[config.mk]
export PLATFORM = sky130hd
export DESIGN_NAME = dsp_post_adder_flat
export DESIGN_NICKNAME = d
export VERILOG_FILES = /design/src/rtl/dsp_post_adder_pkg.sv /design/src/rtl/dsp_post_adder_if.sv /design/src/rtl/dsp_post_adder_dff_mux_n.sv /design/src/rtl/dsp_post_adder.sv /design/src/flat_wrapper.sv
export SDC_FILE = /design/constraint.sdc
export NUM_CORES = 1
export LEC_CHECK = 0
export ABC_CLOCK_PERIOD_IN_PS = 9400
export BUFFER_PORTS_ARGS = -buffer_cell sky130_fd_sc_hd__buf_2
export CORE_ASPECT_RATIO = 1.4
export CORE_UTILIZATION = 61
export DETAILED_ROUTE_END_ITERATION = 12
export GPL_ROUTABILITY_DRIVEN = 0
export PLACE_DENSITY = 0.89
export SETUP_SLACK_MARGIN = 0.02
export SLEW_MARGIN = 20
export SYNTH_ARGS = -nofsm -noshare
export SYNTH_HDL_FRONTEND = slang
export SYNTH_SLANG_ARGS = --single-unit
[constraint.sdc]
create_clock -name CLK -period 9.4 [get_ports CLK]
set_clock_uncertainty 0.15 [all_clocks]
set_input_delay 0.94 -clock CLK [delete_from_list [all_inputs] [get_ports CLK]]
set_output_delay 0.94 -clock CLK [all_outputs]
set_load 0.01 [all_outputs]
[src/rtl/dsp_post_adder_pkg.sv]
// Shared definitions for the DSP post-adder slice: operand select codes,
// OPMODE bit positions, datapath widths and the 49-bit add/subtract helper.
package dsp_pkg;

    localparam int P_W = 48;
    localparam int M_W = 36;

    localparam logic [1:0] X_ZERO = 2'd0;
    localparam logic [1:0] X_M    = 2'd1;
    localparam logic [1:0] X_P    = 2'd2;
    localparam logic [1:0] X_DAB  = 2'd3;

    localparam logic [1:0] Z_ZERO = 2'd0;
    localparam logic [1:0] Z_PCIN = 2'd1;
    localparam logic [1:0] Z_P    = 2'd2;
    localparam logic [1:0] Z_C    = 2'd3;

    localparam int OP_CIN = 5;
    localparam int OP_SUB = 7;

    typedef logic [P_W-1:0] p_word_t;
    typedef logic [P_W:0]   r_word_t;

    // Fields of OPMODE that steer the post-adder.
    typedef struct packed {
        logic       sub;
        logic [1:0] z_sel;
        logic [1:0] x_sel;
    } op_ctrl_t;

    function automatic op_ctrl_t decode_opmode(input logic [7:0] opmode);
        op_ctrl_t ctl;
        ctl.sub   = opmode[OP_SUB];
        ctl.z_sel = opmode[3:2];
        ctl.x_sel = opmode[1:0];
        return ctl;
    endfunction

    // Bit P_W of the result is the carry on add and the borrow on subtract.
    function automatic r_word_t post_add(input p_word_t z, input p_word_t x,
                                         input logic cin, input logic sub);
        r_word_t z_ext;
        r_word_t x_ext;
        r_word_t c_ext;
        z_ext = {1'b0, z};
        x_ext = {1'b0, x};
        c_ext = {{P_W{1'b0}}, cin};
        if (sub) begin
            return z_ext - (x_ext + c_ext);
        end
        return z_ext + x_ext + c_ext;
    endfunction

endpackage

[src/rtl/dsp_post_adder_if.sv]
// Operand, control and result bundle of the post-adder. The master side
// drives operands and enables; the slave side is the post-adder itself.
interface dsp_post_adder_if;
    import dsp_pkg::*;

    logic           CEOPMODE;
    logic           CEC;
    logic           CECARRYIN;
    logic           CEP;
    logic [7:0]     OPMODE;
    logic [M_W-1:0] xmux;
    logic [P_W-1:0] DAB;
    logic [P_W-1:0] C;
    logic [P_W-1:0] PCIN;
    logic           CARRYIN;
    logic [P_W-1:0] P;
    logic [P_W-1:0] PCOUT;
    logic           CARRYOUT;
    logic           CARRYOUTF;

    modport master (
        output CEOPMODE, CEC, CECARRYIN, CEP,
        output OPMODE, xmux, DAB, C, PCIN, CARRYIN,
        input  P, PCOUT, CARRYOUT, CARRYOUTF
    );

    modport slave (
        input  CEOPMODE, CEC, CECARRYIN, CEP,
        input  OPMODE, xmux, DAB, C, PCIN, CARRYIN,
        output P, PCOUT, CARRYOUT, CARRYOUTF
    );

endinterface

[src/rtl/dsp_post_adder_dff_mux_n.sv]
// Optional pipeline stage: a clock-enabled register with asynchronous
// active-low clear when pipeline=1, a plain wire when pipeline=0.
module dff_mux_n #(
    parameter int size     = 1,
    parameter int pipeline = 1
) (
    input  logic            clk,
    input  logic            rst_n,
    input  logic            ce,
    input  logic [size-1:0] d,
    output logic [size-1:0] q
);

    generate
        if (pipeline != 0) begin : g_reg
            logic [size-1:0] q_r;

            // Capture d on enabled rising edges; clear at once on reset.
            always_ff @(posedge clk or negedge rst_n) begin
                if (!rst_n) begin
                    q_r <= '0;
                end else if (ce) begin
                    q_r <= d;
                end
            end

            assign q = q_r;
        end else begin : g_bypass
            // Clock, reset and enable have no role in a bypassed stage.
            logic unused_ok;
            assign unused_ok = ^{clk, rst_n, ce};
            assign q = d;
        end
    endgenerate

endmodule

[src/rtl/dsp_post_adder.sv]
// Post-adder / accumulator at the output end of a DSP slice. Selects X and
// Z operands from the multiplier product, P feedback, DAB, PCIN and C,
// adds or subtracts them with carry-in, and registers P and carry-out.
module dsp_post_adder
    import dsp_pkg::*;
#(
    parameter int OPMODEREG   = 1,
    parameter int CREG        = 1,
    parameter int CARRYINREG  = 1,
    parameter int CARRYOUTREG = 1,
    parameter int PREG        = 1,
    parameter int CARRYINSEL  = 0
) (
    input  logic               CLK,
    input  logic               RSTN,
    dsp_post_adder_if.slave    bus
);

    logic [7:0] opmode_q;
    p_word_t    c_q;
    logic       cin_raw;
    logic       cin_q;
    p_word_t    p_q;
    p_word_t    p_fb;
    logic       cout_q;
    op_ctrl_t   ctl;
    p_word_t    x_op;
    p_word_t    z_op;
    r_word_t    r_sum;

    // OPMODE stage; shares its timing with the multiplier M register so
    // control lines up with the product it steers.
    dff_mux_n #(.size(8), .pipeline(OPMODEREG)) u_opmode_reg (
        .clk   (CLK),
        .rst_n (RSTN),
        .ce    (bus.CEOPMODE),
        .d     (bus.OPMODE),
        .q     (opmode_q)
    );

    dff_mux_n #(.size(P_W), .pipeline(CREG)) u_c_reg (
        .clk   (CLK),
        .rst_n (RSTN),
        .ce    (bus.CEC),
        .d     (bus.C),
        .q     (c_q)
    );

    // Carry-in source is fixed at build time; the raw OPMODE bit is used
    // so the CYI stage is aligned with the registered OPMODE.
    assign cin_raw = (CARRYINSEL == 0) ? bus.OPMODE[OP_CIN] : bus.CARRYIN;

    dff_mux_n #(.size(1), .pipeline(CARRYINREG)) u_cyi_reg (
        .clk   (CLK),
        .rst_n (RSTN),
        .ce    (bus.CECARRYIN),
        .d     (cin_raw),
        .q     (cin_q)
    );

    // Feedback only ever comes from a real P register; with P bypassed it
    // is tied off so no combinational loop can form.
    assign p_fb = (PREG != 0) ? p_q : '0;

    assign ctl = decode_opmode(opmode_q);

    // Operand selection and the 49-bit add/subtract.
    always_comb begin
        x_op = '0;
        z_op = '0;
        unique case (ctl.x_sel)
            X_ZERO:  x_op = '0;
            X_M:     x_op = {{(P_W-M_W){1'b0}}, bus.xmux};
            X_P:     x_op = p_fb;
            X_DAB:   x_op = bus.DAB;
            default: x_op = '0;
        endcase
        unique case (ctl.z_sel)
            Z_ZERO:  z_op = '0;
            Z_PCIN:  z_op = bus.PCIN;
            Z_P:     z_op = p_fb;
            Z_C:     z_op = c_q;
            default: z_op = '0;
        endcase
        r_sum = post_add(z_op, x_op, cin_q, ctl.sub);
    end

    dff_mux_n #(.size(P_W), .pipeline(PREG)) u_p_reg (
        .clk   (CLK),
        .rst_n (RSTN),
        .ce    (bus.CEP),
        .d     (r_sum[P_W-1:0]),
        .q     (p_q)
    );

    // Carry-out shares the carry-in enable.
    dff_mux_n #(.size(1), .pipeline(CARRYOUTREG)) u_cyo_reg (
        .clk   (CLK),
        .rst_n (RSTN),
        .ce    (bus.CECARRYIN),
        .d     (r_sum[P_W]),
        .q     (cout_q)
    );

    assign bus.P         = p_q;
    assign bus.PCOUT     = p_q;
    assign bus.CARRYOUT  = cout_q;
    assign bus.CARRYOUTF = cout_q;

    // OPMODE[4], [6] and the registered carry bit have no use here, and
    // only one of the two carry-in sources is consumed per build.
    logic unused_ok;
    assign unused_ok = ^{opmode_q[6], opmode_q[OP_CIN], opmode_q[4],
                         bus.OPMODE[OP_CIN], bus.CARRYIN};

endmodule

[src/flat_wrapper.sv]
// flat-port wrapper written by rule: the top's interface ports become plain ports
module dsp_post_adder_flat import dsp_pkg::*;
#(
    parameter int OPMODEREG   = 1,
    parameter int CREG        = 1,
    parameter int CARRYINREG  = 1,
    parameter int CARRYOUTREG = 1,
    parameter int PREG        = 1,
    parameter int CARRYINSEL  = 0
)
  (CLK, RSTN, bus_CEOPMODE, bus_CEC, bus_CECARRYIN, bus_CEP, bus_OPMODE, bus_xmux, bus_DAB, bus_C, bus_PCIN, bus_CARRYIN, bus_P, bus_PCOUT, bus_CARRYOUT, bus_CARRYOUTF);
  dsp_post_adder_if bus_i ();
  input  logic CLK;
  input  logic RSTN;
  input wire logic [$bits(bus_i.CEOPMODE)-1:0] bus_CEOPMODE;
  input wire logic [$bits(bus_i.CEC)-1:0] bus_CEC;
  input wire logic [$bits(bus_i.CECARRYIN)-1:0] bus_CECARRYIN;
  input wire logic [$bits(bus_i.CEP)-1:0] bus_CEP;
  input wire logic [$bits(bus_i.OPMODE)-1:0] bus_OPMODE;
  input wire logic [$bits(bus_i.xmux)-1:0] bus_xmux;
  input wire logic [$bits(bus_i.DAB)-1:0] bus_DAB;
  input wire logic [$bits(bus_i.C)-1:0] bus_C;
  input wire logic [$bits(bus_i.PCIN)-1:0] bus_PCIN;
  input wire logic [$bits(bus_i.CARRYIN)-1:0] bus_CARRYIN;
  output wire logic [$bits(bus_i.P)-1:0] bus_P;
  output wire logic [$bits(bus_i.PCOUT)-1:0] bus_PCOUT;
  output wire logic [$bits(bus_i.CARRYOUT)-1:0] bus_CARRYOUT;
  output wire logic [$bits(bus_i.CARRYOUTF)-1:0] bus_CARRYOUTF;
  assign bus_i.CEOPMODE = bus_CEOPMODE;
  assign bus_i.CEC = bus_CEC;
  assign bus_i.CECARRYIN = bus_CECARRYIN;
  assign bus_i.CEP = bus_CEP;
  assign bus_i.OPMODE = bus_OPMODE;
  assign bus_i.xmux = bus_xmux;
  assign bus_i.DAB = bus_DAB;
  assign bus_i.C = bus_C;
  assign bus_i.PCIN = bus_PCIN;
  assign bus_i.CARRYIN = bus_CARRYIN;
  assign bus_P = bus_i.P;
  assign bus_PCOUT = bus_i.PCOUT;
  assign bus_CARRYOUT = bus_i.CARRYOUT;
  assign bus_CARRYOUTF = bus_i.CARRYOUTF;
  dsp_post_adder #(.OPMODEREG(OPMODEREG), .CREG(CREG), .CARRYINREG(CARRYINREG), .CARRYOUTREG(CARRYOUTREG), .PREG(PREG), .CARRYINSEL(CARRYINSEL)) u_core (.CLK(CLK), .RSTN(RSTN), .bus(bus_i));
endmodule
==> flow_metrics.env <==
export IMPL_hold_viol=0
export IMPL_cp_required_ns=9.53
export IMPL_dieWidth_um=125
export IMPL_htreeDepth=3
export IMPL_crit_path_end_kind="flop"
export IMPL_post_cts_resized=0
export IMPL_slowest_stage="nor2b_4"
export IMPL_wl_um=46500
export IMPL_fin_crit_ns=6.50
export IMPL_grt_pass1_wl_um=71600
export IMPL_clk_path_buf_depth=2
export IMPL_cp_max_fo=36
export IMPL_powerDensity_mw_per_mm2=329
export IMPL_drive_gt1_frac=0.274
export IMPL_fin_nets=2057
export IMPL_dieArea_sq_mm=0.0216
export IMPL_synth_top_family_by_area="compound AO/OA/AOI/OAI gates"
export IMPL_highest_layer="met5"
export IMPL_syn_num_nets=1881
export IMPL_ys_ff_latch=103
export IMPL_p_clk_frac=0.092
export IMPL_grt_pass1_vias=13400
export IMPL_die_h_um=174
export IMPL_status="complete, no violations"
export IMPL_start_util=0.624
export IMPL_wl_per_cell_um=23.4
export IMPL_yosysSeqAreaShare=0.201
export IMPL_switchingPower_uw=2560
export IMPL_hpwl_um=34000
export IMPL_synth_xor_area_frac=0.0491
export IMPL_yosys_warnings=0
export IMPL_pwr_share_seq=0.174
export IMPL_critPathKind="reg -> reg"
export IMPL_cp_data_arrival_time_ns=6.63
export IMPL_synth_flop_cell="dfrtp_1"
export IMPL_swShare=0.541
export IMPL_vias_per_cell=6.85
export IMPL_syn_inst=1543
export IMPL_netlist_top_cells_count="139 x ha_1, 132 x mux2_2, 125 x inv_1"
export IMPL_combinationalPowerShare=0.735
export IMPL_ir_worst_vdd_v=0.000178
export IMPL_netlist_area_leader_share=0.201
export IMPL_period_share=0.692
export IMPL_design_core_area_sq_mm=0.0206
export IMPL_num_vias=13600
export IMPL_internal_power_uw=2170
export IMPL_start_kind="flop"
export IMPL_clkSinkCount=103
export IMPL_rsz0062_at_grt="no"
export IMPL_synthTopCellsByArea="dfrtp_1 20%, ha_1 14%, mux2_2 12%, a22o_1 5.4%, a21oi_1 4.3%"
export IMPL_wl_met2_um=21300
export IMPL_synth_cell_type_count=77
export IMPL_cts_buffers=9
export IMPL_slew_headroom=0.282
export IMPL_synth_compound_area_frac=0.256
export IMPL_final_area_sq_mm=0.0143
export IMPL_synth_area_leader_cell="dfrtp_1"
export IMPL_muxShareOfSynthArea=0.134
export IMPL_io_pins=293
export IMPL_antenna_left=0
export IMPL_cts_hold_buf=0
export IMPL_cts_reportedPaths_clkPinSlew_ns=0.09
export IMPL_postCtsSetupBuffers=0
export IMPL_slew_viol_final=0
export IMPL_fin_tns_setup_ns=0
export IMPL_fmax_mhz=154
export IMPL_cts_tree="done"
export IMPL_rows=62
export IMPL_setup_viol=0
export IMPL_synth_area_sq_mm=0.0128
export IMPL_area_growth_syn_to_layout_pct=11.8
export IMPL_synth_edff_count=0
export IMPL_synthSimpleGateAreaFrac=0.127
export IMPL_wl_met1_um=14800
export IMPL_total_power_uw=4720
export IMPL_cts_root_buf="clkbuf_16"
export IMPL_critPathMaxStageDelay_ns=0.88
export IMPL_cellLeakagePower_uw=0.00704
export IMPL_antenna_found_initial=10
export IMPL_crit_chain="buf_4 -> nor2b_4 -> a22o_1 -> ha_1 -> ha_1 -> o211ai_1 -> a211oi_1 -> o211ai_1 -> nand3_1 -> o31ai_1 -> o21ai_0 -> xor2_1 -> a31oi_1 -> o21ai_0"
export IMPL_syn_area_per_cell_sq_um=8.32
export IMPL_synth_most_common_cell="ha_1"
export IMPL_numPortBuffers=289
export IMPL_dr_pass1_iters=6
export IMPL_dpl_cell_area_sq_mm=0.0140
export IMPL_drcViolationCount=0
export IMPL_clkLatencyLatePin_ns=0.38
export IMPL_wl_met3_um=5120
export IMPL_r2r_slack_ns=2.90
export IMPL_async_reset_ff_frac=1.00
export IMPL_grt_usage=0.427
export IMPL_cap_violations=0
export IMPL_tightestPinTransition_ns=1.07
export IMPL_hp_class="reg -> reg"
export IMPL_grt_max_degree=66
export IMPL_grt_ovfl_total=0
export IMPL_yosys_area_share_adder=0.142
export IMPL_nFillCells=1579
export IMPL_drt_iter0_drc=1347
worst max-delay path: cells and delay by family (launching register included):
| family | cells | cell delay, ns |
|---|---|---|
| XOR/XNOR | 1 | 0.70 |
| AND/OR/NAND/NOR | 2 | 1.10 |
| adder cells (fa/ha/maj) | 2 | 0.78 |
| buffers and inverters | 1 | 0.48 |
| AO/OA/AOI/OAI | 8 | 2.35 |
| flip-flops | 1 | 0.82 |
power by group through the flow:
stage	clock network (uW)	logic (uW)	registers (uW)
2_1_floorplan	0	2490	735
3_3_place_gp	0	3170	794
3_5_place_dp	0	3270	801
4_1_cts	429	3300	795
5_1_grt	443	3720	823
6_report	433	3470	821
flip-flops by register name (all words and copies together), names as in the netlist:
signal,flops
u_core.u_p_reg.q,48
u_core.u_cyi_reg.q,1
u_core.u_c_reg.q,48
u_core.u_opmode_reg.q,5
u_core.u_cyo_reg.q,1
final cells by class:
class	instances	area, sq um	area share
multi-input cells	1181	9110	0.635
flip-flops and latches	103	2580	0.180
repair buffers	298	1520	0.106
inverters	126	473	0.0330
well taps	256	320	0.0223
clock buffers	9	225	0.0157
clock inverters	7	96.3	0.00671
diodes	7	17.5	0.00122
cell usage in the layout (no fill, tap or decap), drive strengths merged, types with 5 or more instances in the layout:
master and count:
a211o 7, a211oi 10, a21boi 7, a21o 53, a21oi 110, a221o 6
a221oi 6, a22o 79, a22oi 5, a31oi 28, and2 7, and3 17
buf 298, clkbuf 9, dfrtp 103, diode 7, ha 139, inv 130
mux2 133, mux2i 22, nand2 107, nand2b 8, nand3 39, nand4 12
nor2 78, nor2b 28, nor3 19, o211ai 14, o21a 10, o21ai 70
o21bai 14, o221ai 12, o31ai 8, or3 10, xnor2 41, xor2 31
metrics by stage:
step                      std cells  setup WS [ns]  hold slack [ns]   util
after floorplan                1543           4.91            0.325      -
after global placement         1964           3.56            0.334  0.681
after detailed placement       1964           3.34            0.341  0.681
after CTS                      1980           3.31            0.358  0.697
after global routing           1986           2.63            0.375  0.698
final                          1987           2.90            0.360  0.698
kinds of logic after synthesis:
family                   Yosys count
adder cells (fa/ha/maj)          143
AND/OR/NAND/NOR                  343
multiplexers                     155
flip-flops                       103
AO/OA/AOI/OAI                    468
XOR/XNOR                          72
buffers and inverters            259
layer usage:
metal | global-route usage | vias up
met3 | 0.149 | 352
met4 | 0.426 | 4
met5 | 0 | -
li1 | - | 5889
met2 | 0.691 | 1079
met1 | 0.417 | 6292
final timing paths:
path                                       endpoint  cells past startpoint                     start
setup / recovery               u_core.u_p_reg.q[30]                     14  u_core.u_opmode_reg.q[0]
hold / removal                 u_core.u_c_reg.q[28]                      1      u_core.u_c_reg.q[28]
setup reg to reg               u_core.u_p_reg.q[30]                     14  u_core.u_opmode_reg.q[0]
hold reg to reg                u_core.u_c_reg.q[28]                      1      u_core.u_c_reg.q[28]
max in group asynchronous  u_core.u_opmode_reg.q[1]                      2                      RSTN
min in group asynchronous      u_core.u_c_reg.q[45]                      1                      RSTN
No activity file was read; power rests on OpenSTA's default activity.
